**config.mk**
```make
export PLATFORM = sky130hd
export DESIGN_NAME = serial_add_ctrl
export DESIGN_NICKNAME = d
export VERILOG_FILES = /design/src/rtl/serial_add_ctrl.sv
export SDC_FILE = /design/constraint.sdc
export NUM_CORES = 1
export LEC_CHECK = 0
export ABC_AREA = 1
export CAP_MARGIN = 0
export CORE_MARGIN = 2
export CORE_UTILIZATION = 40
export CTS_CLUSTER_DIAMETER = 200
export CTS_CLUSTER_SIZE = 16
export DETAILED_ROUTE_END_ITERATION = 8
export SYNTH_ARGS = -nofsm -noshare
export SYNTH_HDL_FRONTEND = slang
export SYNTH_SLANG_ARGS = --single-unit
```
**constraint.sdc**
```tcl
create_clock -name clk -period 2.67 [get_ports clk]
set_clock_uncertainty 0.05 [all_clocks]
set_input_delay 0.534 -clock clk [delete_from_list [all_inputs] [get_ports clk]]
set_output_delay 0.534 -clock clk [all_outputs]
set_load 0.005 [all_outputs]
```
**src/rtl/serial_add_ctrl.sv**
```systemverilog
// serial_add_ctrl: bit-serial adder controller for an external 1-bit slice.
// Operands are fed LSB first, one bit per clock, with a registered carry.
module serial_add_ctrl #(
  parameter int WIDTH = 8
) (
  input  logic             clk,
  input  logic             rst_n,
  input  logic             start,
  input  logic [WIDTH-1:0] a,
  input  logic [WIDTH-1:0] b,
  input  logic             cin,
  output logic             ready,
  output logic             busy,
  output logic             done,
  output logic [WIDTH-1:0] sum,
  output logic             cout,
  output logic             fa_a,
  output logic             fa_b,
  output logic             fa_cin,
  input  logic             fa_sum,
  input  logic             fa_carry
);

  localparam int CW = $clog2(WIDTH + 1);
  localparam logic [CW-1:0] LAST = CW'(WIDTH - 1);

  typedef enum logic [1:0] {
    S_IDLE,
    S_RUN,
    S_DONE
  } state_t;

  state_t           r_state;
  logic [WIDTH-1:0] r_a_sh;
  logic [WIDTH-1:0] r_b_sh;
  logic [WIDTH-1:0] r_s_sh;
  logic             r_c;
  logic [CW-1:0]    r_cnt;
  logic             r_ready;
  logic             r_busy;
  logic             r_done;
  logic [WIDTH-1:0] r_sum;
  logic             r_cout;

  logic [WIDTH-1:0] w_s_next;

  // Slice sum enters at the MSB; shift form also covers WIDTH=1.
  assign w_s_next = (r_s_sh >> 1)
                  | (WIDTH'(fa_sum) << (WIDTH - 1));

  // Slice inputs come only from flops, gated to zero outside RUN.
  assign fa_a   = r_busy & r_a_sh[0];
  assign fa_b   = r_busy & r_b_sh[0];
  assign fa_cin = r_busy & r_c;

  assign ready = r_ready;
  assign busy  = r_busy;
  assign done  = r_done;
  assign sum   = r_sum;
  assign cout  = r_cout;

  // Control FSM with datapath shifting and registered status outputs.
  always_ff @(posedge clk) begin
    if (!rst_n) begin
      r_state <= S_IDLE;
      r_a_sh  <= '0;
      r_b_sh  <= '0;
      r_s_sh  <= '0;
      r_c     <= 1'b0;
      r_cnt   <= '0;
      r_ready <= 1'b1;
      r_busy  <= 1'b0;
      r_done  <= 1'b0;
      r_sum   <= '0;
      r_cout  <= 1'b0;
    end else begin
      unique case (r_state)
        S_IDLE: begin
          if (start) begin
            r_a_sh  <= a;
            r_b_sh  <= b;
            r_c     <= cin;
            r_cnt   <= '0;
            r_ready <= 1'b0;
            r_busy  <= 1'b1;
            r_state <= S_RUN;
          end
        end
        S_RUN: begin
          r_s_sh <= w_s_next;
          r_c    <= fa_carry;
          r_a_sh <= r_a_sh >> 1;
          r_b_sh <= r_b_sh >> 1;
          r_cnt  <= r_cnt + CW'(1);
          if (r_cnt == LAST) begin
            r_sum   <= w_s_next;
            r_cout  <= fa_carry;
            r_busy  <= 1'b0;
            r_done  <= 1'b1;
            r_state <= S_DONE;
          end
        end
        S_DONE: begin
          r_done  <= 1'b0;
          r_ready <= 1'b1;
          r_state <= S_IDLE;
        end
        default: begin
          r_state <= S_IDLE;
        end
      endcase
    end
  end

endmodule

```
# [Word-level counts from Yosys, hierarchy flattened]
# Index checks and enable logic that the tools add are counted.
[op_classes] bitwise_logic=4 mux=18 n_eq_ne=5 add_sub_neg=1 n_reduce_logical=10
[ops] operator="$pmux W8 S2" count=2
[ops] operator="$mux W8" count=2
[ops] operator="$reduce_and A2 Y1" count=5
[ops] operator="$or A7 B8 Y8" count=1
[ops] operator="$pmux W1 S2" count=4
[ops] operator="$pmux W4 S2" count=1
[ops] operator="$reduce_bool A2 Y1" count=3
[ops] operator="$mux W1" count=5
[ops] operator="$add A4 B1 Y4 const B" count=1
[ops] operator="$eq A4 B3 Y1 const B" count=1
[ops] operator="$mux W2" count=2
[ops] operator="$mux W4" count=1
[ops] operator="$ne A2 B2 Y1 const B" count=2
[ops] operator="$pmux W2 S2" count=1
[ops] operator="$and A1 B1 Y1" count=3
[ops] operator="$reduce_and A3 Y1" count=1
[ops] operator="$eq A2 B1 Y1 const B" count=1
[ops] operator="$eq A2 B2 Y1 const B" count=1
[ops] operator="$logic_not A2 Y1" count=1
[totals] input_bits=22 ff_bits=43 out_inout_bits=15 word_cells=49

# [Logic depth before layout (Yosys ltp)]
[logic_depth] depth_word=3 ltp_mapped=8 depth_no_buf=7

# [Worst setup path after synthesis]
# OpenSTA, ideal clock, no wires.
[synth_timing] kind="input port to flip-flop" start="input rst_n" end="register r_sum[1], in the netlist sum[1]" n_path_buf=1 t_required_ns=2.508 slack_ns=1.408 arrival_time_ns=1.100 stages=5 cell_sequence="buf_2 inv_1 nor2_8 nand2_1 nand2_1"
[synth_rtl] item="start, declared" line="7" text="input logic rst_n,"
[synth_rtl] item="end signal, assigned" line="96" text="r_sum <= w_s_next;"
[synth_rtl] item="end, declared" line="42" text="logic [WIDTH-1:0] r_sum;"

# [Final worst setup path]
[layout_timing] start="register r_busy, in the netlist busy" end="output fa_cin"
[layout_between] elab_chain_len=1
[layout_rtl] item="start, declared" line="40" text="logic r_busy;"
[layout_rtl] item="start signal, assigned" line="72" text="r_busy <= 1'b0;"
[layout_rtl] item="start signal, assigned" line="85" text="r_busy <= 1'b1;"
[layout_rtl] item="start signal, assigned" line="98" text="r_busy <= 1'b0;"
[layout_rtl] item="$and A1 B1 Y1" line="54" text="assign fa_cin = r_busy & r_c;"
[layout_rtl] item="end, declared" line="19" text="output logic fa_cin,"
# No other way between the ends.

==> flow_summary.toml <==
[cts]
htreeDepth = 2
cts_tree = "built"
cts_buffer_depth = 2
cts_root_buf = "clkbuf_8"
postCtsSetupBuffers = 0
cts_resized = 0
numCtsBuffers = 5
path_clk_slew_ps = 70
clock_latency_ps = 290
cts.hold.buffers_added = 0
cts.sinks = 42

[critical_path]
worstReg2RegStart = "r_state[0]"
cp_data_required_time_ps = 2090
ff2ff_setup_slack_ps = 1190
crit_start = "busy"
arrival_ps = 1380
r2r_cells = 6
cp-start-kind = "register"
rr_endpoint = "sum[2]"
crit_fanout = 5
critPathKind = "reg2out"
endpoint_kind = "primary output"

[logic_synthesis]
ys_seq_elements = 42
synth_area_leader_cell = "dfxtp_1"
synth_warnings = 0
syn_area_sq_um = 1820
synth_area_leaders = "dfxtp_1 46%, nand2_1 16%, nor2_1 9.5%"
synthCells = 244
synth_cell_type_count = 25
synth_nets = 267
synth_top_area_frac = 0.462
synth.avg_cell_area_sq_um = 7.47
yosysSeqAreaShare = 0.462

[run_status]
outcome = "finished clean"

[timing]
max_freq_mhz = 509
rsz0062_at_grt = "no"
slew_violations = 0
setup_viol = 0
fin_crit_ps = 1960
final.setup.tns_ps = 0
slew_headroom = 0.734
hold_violations = 0
tightest_slew_ps = 399
fin_crit_sh = 0.735
hold_slack_ps = 401
setup_ws_ps = 707

[final_layout]
fin_cells = 329
fin_area_sq_um = 2240
drive_above_1_share = 0.0939
nNetsFinal = 300
post-route-util = 0.512
antenna_cells = 0
fillers = 445
synthToLayoutAreaGrowth_pct = 23.2

[power]
power_density_nw_per_um2 = 543
leakagePower_nw = 0.999
ir_drop_v = 0.000260
power.total_mw = 1.22

[place]
dpl.cell_count = 322
dp_hpwl_um = 2420
gp_congestion = 0.815
port_buffers = 36
dpl_cell_area_sq_um = 2170
place_ws_ps = 871

[die]
rows = 24
die_h_um = 71.5
start_util = 0.416
die_w_um = 71.5
dieArea_sq_um = 5110
ios = 37
coreArea_sq_um = 4380

[drt]
drt_iter0_markers = 68
routed-via-count = 1530
drc = 0
routed_wl_um = 3730
avgViaCountPerCell = 4.65
antenna_left = 0
wl_per_cell_um = 11.3
drtPass1Iterations = 4

[grt]
grt_max_degree = 37
grt-ovfl-total = 0
grt_pass1_vias = 1407
grt_pass1_wl_um = 6460
antenna_found_initial = 0
grt_use_total = 0.159

[hold_path]
whs_endpoint = "sum[0]"
worstHoldStart = "r_s_sh[1]"
hold_class = "reg2reg"
hold_depth = 2

[job]
drv_cap = 0
## final cells by class
cell class                      instances  area, sq um  area share
Clock buffer                            7         76.3      0.0340
Inverter                               11         48.8      0.0217
Multi-Input combinational cell        179          838       0.373
Sequential cell                        42          841       0.375
Tap cell                               52         65.1      0.0290
Timing Repair Buffer                   38          375       0.167
## layout by cell type (no fill, tap or decap)
| master | instances |
|---|---|
| nand4_1 | 1 |
| nand2_4 | 2 |
| nand3_2 | 9 |
| o21ai_2 | 1 |
| o21ai_1 | 10 |
| o21ai_0 | 15 |
| nor2_2 | 1 |
| clkbuf_1 | 2 |
| inv_2 | 2 |
| a21oi_1 | 7 |
| nand2_1 | 79 |
| inv_8 | 1 |
| dfxtp_1 | 42 |
| ha_1 | 1 |
| nor2_1 | 46 |
| nor2_8 | 1 |
| buf_4 | 2 |
| nand2_2 | 1 |
| inv_1 | 8 |
| a21oi_4 | 1 |
| nand3_1 | 4 |
| clkdlybuf4s50_1 | 36 |
| clkbuf_8 | 5 |
## state kept, by name, indices dropped and copies added, names as in the netlist, 2 cells and up
name and flops:
r_b_sh 8, r_s_sh 7, r_a_sh 8, sum 8, r_cnt 4, r_state 2
## how the worst max path moves through the flow
stage,to,slack (ps),depth (start not counted)
after floorplan,sum[1],1410,5
after global placement,r_b_sh[7],880,5
after detailed placement,r_cnt[2],870,4
after CTS,fa_cin,670,3
after global routing,fa_cin,620,3
final,fa_cin,710,3
## worst max-delay path, cell delays in order, from the launching register on
cell and delay [ps]:
dfxtp_1 460, nand2_1 80, inv_1 60, clkdlybuf4s50_1 490
## Yosys cell counts
cell type   n
nand2_1    79
nand4_1     1
dfxtp_1    42
nor2_2      1
nand2_2     1
inv_8       1
o21ai_1    10
o21ai_2     1
nand3_1     4
buf_8       1
nand2_4     2
buf_6       3
nor2_8      1
o21ai_0    15
clkbuf_1    1
a21oi_4     1
inv_1       8
buf_1       1
buf_4       3
nand3_2     9
buf_2       3
nor2_1     46
ha_1        1
a21oi_1     7
inv_2       2
## logic make-up (layout without fill, tap and decap cells)
group	count (synthesis)	count (layout)	share of synthesized area
AOI/OAI and AO/OA	34	34	0.102
adders and majority gates	1	1	0.00687
buffers and inverters	23	56	0.0783
DFF	42	42	0.462
and+or+nand+nor	144	144	0.352
## layer usage
layer	GRT usage	vias up	wire length, um
li1	-	827	-
met1	0.223	668	1970
met2	0.238	33	1600
met3	0.0380	2	144
met4	0.0566	0	16
met5	0	-	0
## power breakdown
group          total, mW  internal, mW  leakage, nW  switching [mW]
clock network      0.379         0.180       0.0383           0.199
registers          0.682         0.661        0.345          0.0213
logic              0.158        0.0715        0.615          0.0864
total               1.22         0.912        0.999           0.307
Note: power is estimated with default switching activity, not from simulation.
